==> src/rtl/uart_boot_loader.sv <==
// rtl/uart_boot_loader.sv - UART image loader: framed bytes to instruction memory words, then CPU release
module uart_boot_loader #(
  parameter int WORD_BYTES     = 4,
  parameter int ADDR_WIDTH     = 12,
  parameter int MEM_BIG_ENDIAN = 1,
  parameter int TIMEOUT_CYCLES = 100000
) (
  input  logic                    clk,
  input  logic                    rst,
  input  logic [7:0]              rx_data,
  input  logic                    rx_valid,
  output logic                    mem_we,
  output logic [ADDR_WIDTH-1:0]   mem_addr,
  output logic [8*WORD_BYTES-1:0] mem_wdata,
  output logic                    busy,
  output logic                    done,
  output logic                    error,
  output logic [1:0]              err_code,
  output logic                    cpu_enable
);

  localparam int LANE_W = (WORD_BYTES > 1) ? $clog2(WORD_BYTES) : 1;
  localparam int TO_W   = $clog2(TIMEOUT_CYCLES + 1);
  localparam logic [16:0] CAPACITY = 17'd1 << ADDR_WIDTH;
  localparam logic [7:0]  SYNC     = 8'hA5;

  typedef enum logic [2:0] {
    S_IDLE, S_LEN_LO, S_LEN_HI, S_DATA, S_CSUM, S_DONE, S_ERROR
  } state_t;

  state_t                  state;
  logic [7:0]              len_lo;
  logic [15:0]             remaining;
  logic [7:0]              csum;
  logic [LANE_W-1:0]       lane;
  logic [8*WORD_BYTES-1:0] asm_word;
  logic [ADDR_WIDTH-1:0]   waddr;
  logic [TO_W-1:0]         tcnt;

  logic [LANE_W-1:0]       lane_pos;
  logic [8*WORD_BYTES-1:0] word_next;
  logic [15:0]             len_full;
  logic                    active;
  logic                    last_byte;
  logic                    word_full;

  always_comb begin
    lane_pos  = (MEM_BIG_ENDIAN != 0) ? LANE_W'(WORD_BYTES - 1) - lane : lane;
    word_next = asm_word;
    word_next[{lane_pos, 3'b000} +: 8] = rx_data;
    len_full  = {rx_data, len_lo};
    active    = (state == S_LEN_LO) || (state == S_LEN_HI) ||
                (state == S_DATA)   || (state == S_CSUM);
    last_byte = (remaining == 16'd1);
    word_full = (lane == LANE_W'(WORD_BYTES - 1));
  end

  always_ff @(posedge clk or posedge rst) begin
    if (rst) begin
      state      <= S_IDLE;
      len_lo     <= '0;
      remaining  <= '0;
      csum       <= '0;
      lane       <= '0;
      asm_word   <= '0;
      waddr      <= '0;
      tcnt       <= '0;
      mem_we     <= 1'b0;
      mem_addr   <= '0;
      mem_wdata  <= '0;
      busy       <= 1'b0;
      done       <= 1'b0;
      error      <= 1'b0;
      err_code   <= 2'd0;
      cpu_enable <= 1'b0;
    end else begin
      mem_we <= 1'b0;
      if (done) cpu_enable <= 1'b1;

      // A byte arriving on the expiry cycle takes priority over the timeout.
      if (active && !rx_valid) begin
        if (tcnt == TO_W'(TIMEOUT_CYCLES - 1)) begin
          state    <= S_ERROR;
          error    <= 1'b1;
          err_code <= 2'd3;
          busy     <= 1'b0;
          tcnt     <= '0;
        end else begin
          tcnt <= tcnt + 1'b1;
        end
      end else if (rx_valid) begin
        tcnt <= '0;
        case (state)
          S_IDLE: begin
            if (rx_data == SYNC) begin
              state <= S_LEN_LO;
              busy  <= 1'b1;
            end
          end
          S_LEN_LO: begin
            len_lo <= rx_data;
            state  <= S_LEN_HI;
          end
          S_LEN_HI: begin
            if ({1'b0, len_full} > CAPACITY) begin
              state    <= S_ERROR;
              error    <= 1'b1;
              err_code <= 2'd1;
              busy     <= 1'b0;
            end else if (len_full == 16'd0) begin
              state <= S_CSUM;
            end else begin
              remaining <= len_full;
              state     <= S_DATA;
            end
          end
          S_DATA: begin
            csum      <= csum + rx_data;
            remaining <= remaining - 16'd1;
            if (word_full || last_byte) begin
              mem_we    <= 1'b1;
              mem_addr  <= waddr;
              mem_wdata <= word_next;
              waddr     <= waddr + ADDR_WIDTH'(WORD_BYTES);
              asm_word  <= '0;
              lane      <= '0;
            end else begin
              asm_word <= word_next;
              lane     <= lane + 1'b1;
            end
            if (last_byte) state <= S_CSUM;
          end
          S_CSUM: begin
            busy <= 1'b0;
            if (rx_data == csum) begin
              state <= S_DONE;
              done  <= 1'b1;
            end else begin
              state    <= S_ERROR;
              error    <= 1'b1;
              err_code <= 2'd2;
            end
          end
          S_ERROR: begin
            // Restart: a fresh sync byte reloads from address 0.
            if (rx_data == SYNC) begin
              state    <= S_LEN_LO;
              busy     <= 1'b1;
              error    <= 1'b0;
              err_code <= 2'd0;
              mem_addr <= '0;
              waddr    <= '0;
              csum     <= '0;
              asm_word <= '0;
              lane     <= '0;
            end
          end
          default: ;
        endcase
      end
    end
  end

endmodule

==> config.mk <==
export PLATFORM = sky130hd
export DESIGN_NAME = uart_boot_loader
export DESIGN_NICKNAME = d
export VERILOG_FILES = /design/src/rtl/uart_boot_loader.sv
export SDC_FILE = /design/constraint.sdc
export NUM_CORES = 1
export LEC_CHECK = 0
export CORE_AREA = 5 5 118 120
export CTS_BUF_LIST = sky130_fd_sc_hd__clkbuf_8 sky130_fd_sc_hd__clkbuf_16
export CTS_CLUSTER_SIZE = 25
export DETAILED_ROUTE_END_ITERATION = 7
export DIE_AREA = 0 0 123 125
export GPL_ROUTABILITY_DRIVEN = 1
export HOLD_SLACK_MARGIN = 0.06
export PLACE_DENSITY = 0.8
export SETUP_SLACK_MARGIN = 0.2
export SLEW_MARGIN = 40
export SYNTH_ARGS = -nofsm -noshare
export SYNTH_HDL_FRONTEND = slang
export SYNTH_SLANG_ARGS = --single-unit
==> constraint.sdc <==
create_clock -name clk -period 5.5 [get_ports clk]
set_input_delay 0.825 -clock clk [delete_from_list [all_inputs] [get_ports clk]]
set_output_delay 0.825 -clock clk [all_outputs]
set_load 0.03 [all_outputs]
==> impl_metrics.toml <==
[timing]
tightest_slew_ns = 0.738
slew_violations = 0
rsz0062_at_grt = "no"
fin_worst_skew_ns = 0.0109
max_freq_mhz = 293
max-slew-margin-rel = 0.506
period_share = 0.621
setup_tns_ns = 0
postLayoutSetupSlackWorst_ns = 2.09
period_minus_slack_ns = 3.41
finalHoldViolations = 0
setup_viol = 0

[clock_tree]
postCtsResizedCells = 0
clock_latency_ns = 0.42
ctsRootBufferMaster = "clkbuf_16"
cts_tree = "built"
ctsHtreeMaxLevel = 4
numClockSinks = 145
post_cts_buffers = 0
cts_buffers = 17
postCtsHoldBufs = 0
cts.path.max_buffers = 2
clk_pin_slew_ns = 0.06

[yosys]
async_reset_ff_frac = 1.00
netlist_area_mm2 = 0.00722
synth_edf_count = 0
synth.area.top_cells = "dfrtp_1, o21ai_0, a22o_1"
yosys_warnings = 0
yosys_most_used_dff = "dfrtp_1"
synthDominantCellAreaShare = 0.503
postSynthCellCount = 744
synth_seq_cells = 145
avgSynthCellArea_um2 = 9.70
synth_cell_types = 69
yosysTopAreaCell = "dfrtp_1"
yosysSeqAreaShare = 0.503

[worst_setup_path]
worstSetupPathType = "in -> reg"
cp_data_required_time_ns = 5.80
crit_arrival_ns = 3.71
r2r-start = "state[1]$_DFFE_PP0P_"
worst-path-max-fanout = 12
ff2ff_path_depth = 5
startpoint_type = "primary input"
r2r-end = "asm_word[17]$_DFFE_PP0P_"
cp-startpoint = "rx_data[3]"
worst_setup_path_end_kind = "flip-flop"
reg2reg_slack_ns = 2.45

[power]
p_sw_mw = 1.51
p_per_area_mw_per_mm2 = 484
p_int_mw = 2.62
seq_power_share = 0.378
p_leak_nw = 3.72
comb_power_share = 0.334
ir_drop_v = 0.000258
swShare = 0.365
clockPowerShare = 0.288

[detailed_routing]
wl_per_cell_um = 18.0
drtAntennaViolNets = 0
dr.pass1.iters = 6
viasPerCell = 6.11
drc_errors = 0
num_vias = 5937
first_iter_violations = 600
wl_um = 17500

[grt]
track_usage = 0.232
grt_max_degree = 109
antenna_found_initial = 0
grt_pass1_vias = 5966
grt_overflow = 0
grt_pass1_wl_um = 28900

[floorplanning]
die_w_um = 123
rows = 42
start_util = 0.561
fp.coreArea_mm2 = 0.0129
die_area_mm2 = 0.0154
die_h_um = 125
ioPinCount = 62

[placement]
gp_congestion = 0.864
port_buffers = 59
dp_hpwl_um = 11400
pre_cts_ws_ns = 1.58
dp_cells = 940

[layout]
drive_above_1_share = 0.0855
fillers = 982
seqCellArea_mm2 = 0.00363
syn2layout_area_growth_pct = 18.3
antenna_cells = 0
multi_input_area_mm2 = 0.00338
final_nets = 812
most-common-layout-cells = "dfrtp_1, o21ai_0, nand2_1"
final_cells = 971
final_common_cell = "dfrtp_1"

[hold_path]
holdPathEnd = "cpu_enable$_DFFE_PP0P_"
hold-path-cell-count = 1
min_path_type = "reg -> reg"
hp-start = "cpu_enable$_DFFE_PP0P_"

[status]
run_status = "completed"

[job]
max_cap_violations = 0
## cell families after synthesis
kind of cell / share of synthesized area
AND/OR/NAND/NOR: 0.194
AO/OA/AOI/OAI: 0.195
other: 0.000520
buffers and inverters: 0.0352
adder cells (fa/ha/maj): 0.0305
flip-flops: 0.503
XOR/XNOR: 0.0231
multiplexers: 0.0187
## per-layer routing
| metal | vias to the layer above | track usage | share of wire |
|---|---|---|---|
| li1 | 2748 | - | - |
| met1 | 2921 | 0.315 | 0.44 |
| met2 | 217 | 0.362 | 0.47 |
| met3 | 51 | 0.0420 | 0.055 |
| met4 | 0 | 0.107 | 0.031 |
| met5 | - | 0 | 0 |
## worst max-delay path by stage
stage / slack [ns] / depth (start not counted) / end
detailed placement: 1.58 / 7 / remaining[0]$_DFFE_PP0P_
global placement: 1.68 / 7 / remaining[0]$_DFFE_PP0P_
global route: 1.92 / 7 / remaining[10]$_DFFE_PP0P_
finish: 2.09 / 8 / err_code[0]$_DFFE_PP0P_
floorplan: 0.78 / 1 / asm_word[0]$_DFFE_PP0P_
CTS: 1.96 / 7 / remaining[0]$_DFFE_PP0P_
## power by group through the flow
stage	clock network (mW)	logic (mW)	registers, mW
floorplan	0	0.905	1.60
global placement	0	1.29	1.55
detailed placement	0	1.35	1.57
CTS	1.20	1.37	1.56
global route	1.25	1.52	1.60
finish	1.19	1.38	1.56
## critical path, cell delays in order
cell and delay (ns):
clkdlybuf4s50_1 0.88, ha_1 0.41, nor4_1 0.27, nand3_1 0.17
or4_1 0.46, a22oi_1 0.22, nor3_2 0.11, mux2_1 0.35
## synth_stat cells, types with 13 or more instances
cell type	instances
dfrtp_1	145
o21ai_0	81
nand2_1	66
a21oi_1	64
nor2_1	52
nor2b_1	44
a22o_1	37
clkbuf_1	26
nand3_1	17
ha_1	16
inv_1	16
nor3_1	16
nor4_1	13
## registers in the layout, indices dropped and copies added (netlist names), 3 cells and up
name,flops
waddr,10
tcnt,17
mem_wdata,32
csum,8
mem_addr,10
remaining,16
len_lo,8
asm_word,32
state,3
## stage by stage
| stage | hold WS, ns | power, mW | cell area [um^2] | utilization |
|---|---|---|---|---|
| after floorplan | 0.451 | 2.50 | 7220 | - |
| after global placement | 0.451 | 2.84 | 7880 | 0.612 |
| after detailed placement | 0.474 | 2.92 | 7900 | 0.614 |
| after CTS | 0.491 | 4.12 | 8500 | 0.660 |
| after global routing | 0.512 | 4.37 | 8540 | 0.663 |
| final | 0.483 | 4.13 | 8540 | 0.663 |
## cell type report
type | count | area share
sequential | 145 | 0.425
multi-input combinational | 540 | 0.396
timing repair buffer | 63 | 0.0750
clock buffer | 17 | 0.0498
tap | 176 | 0.0258
clock inverter | 13 | 0.0204
inverter | 17 | 0.00835
No activity file was read; power rests on OpenSTA's default activity.
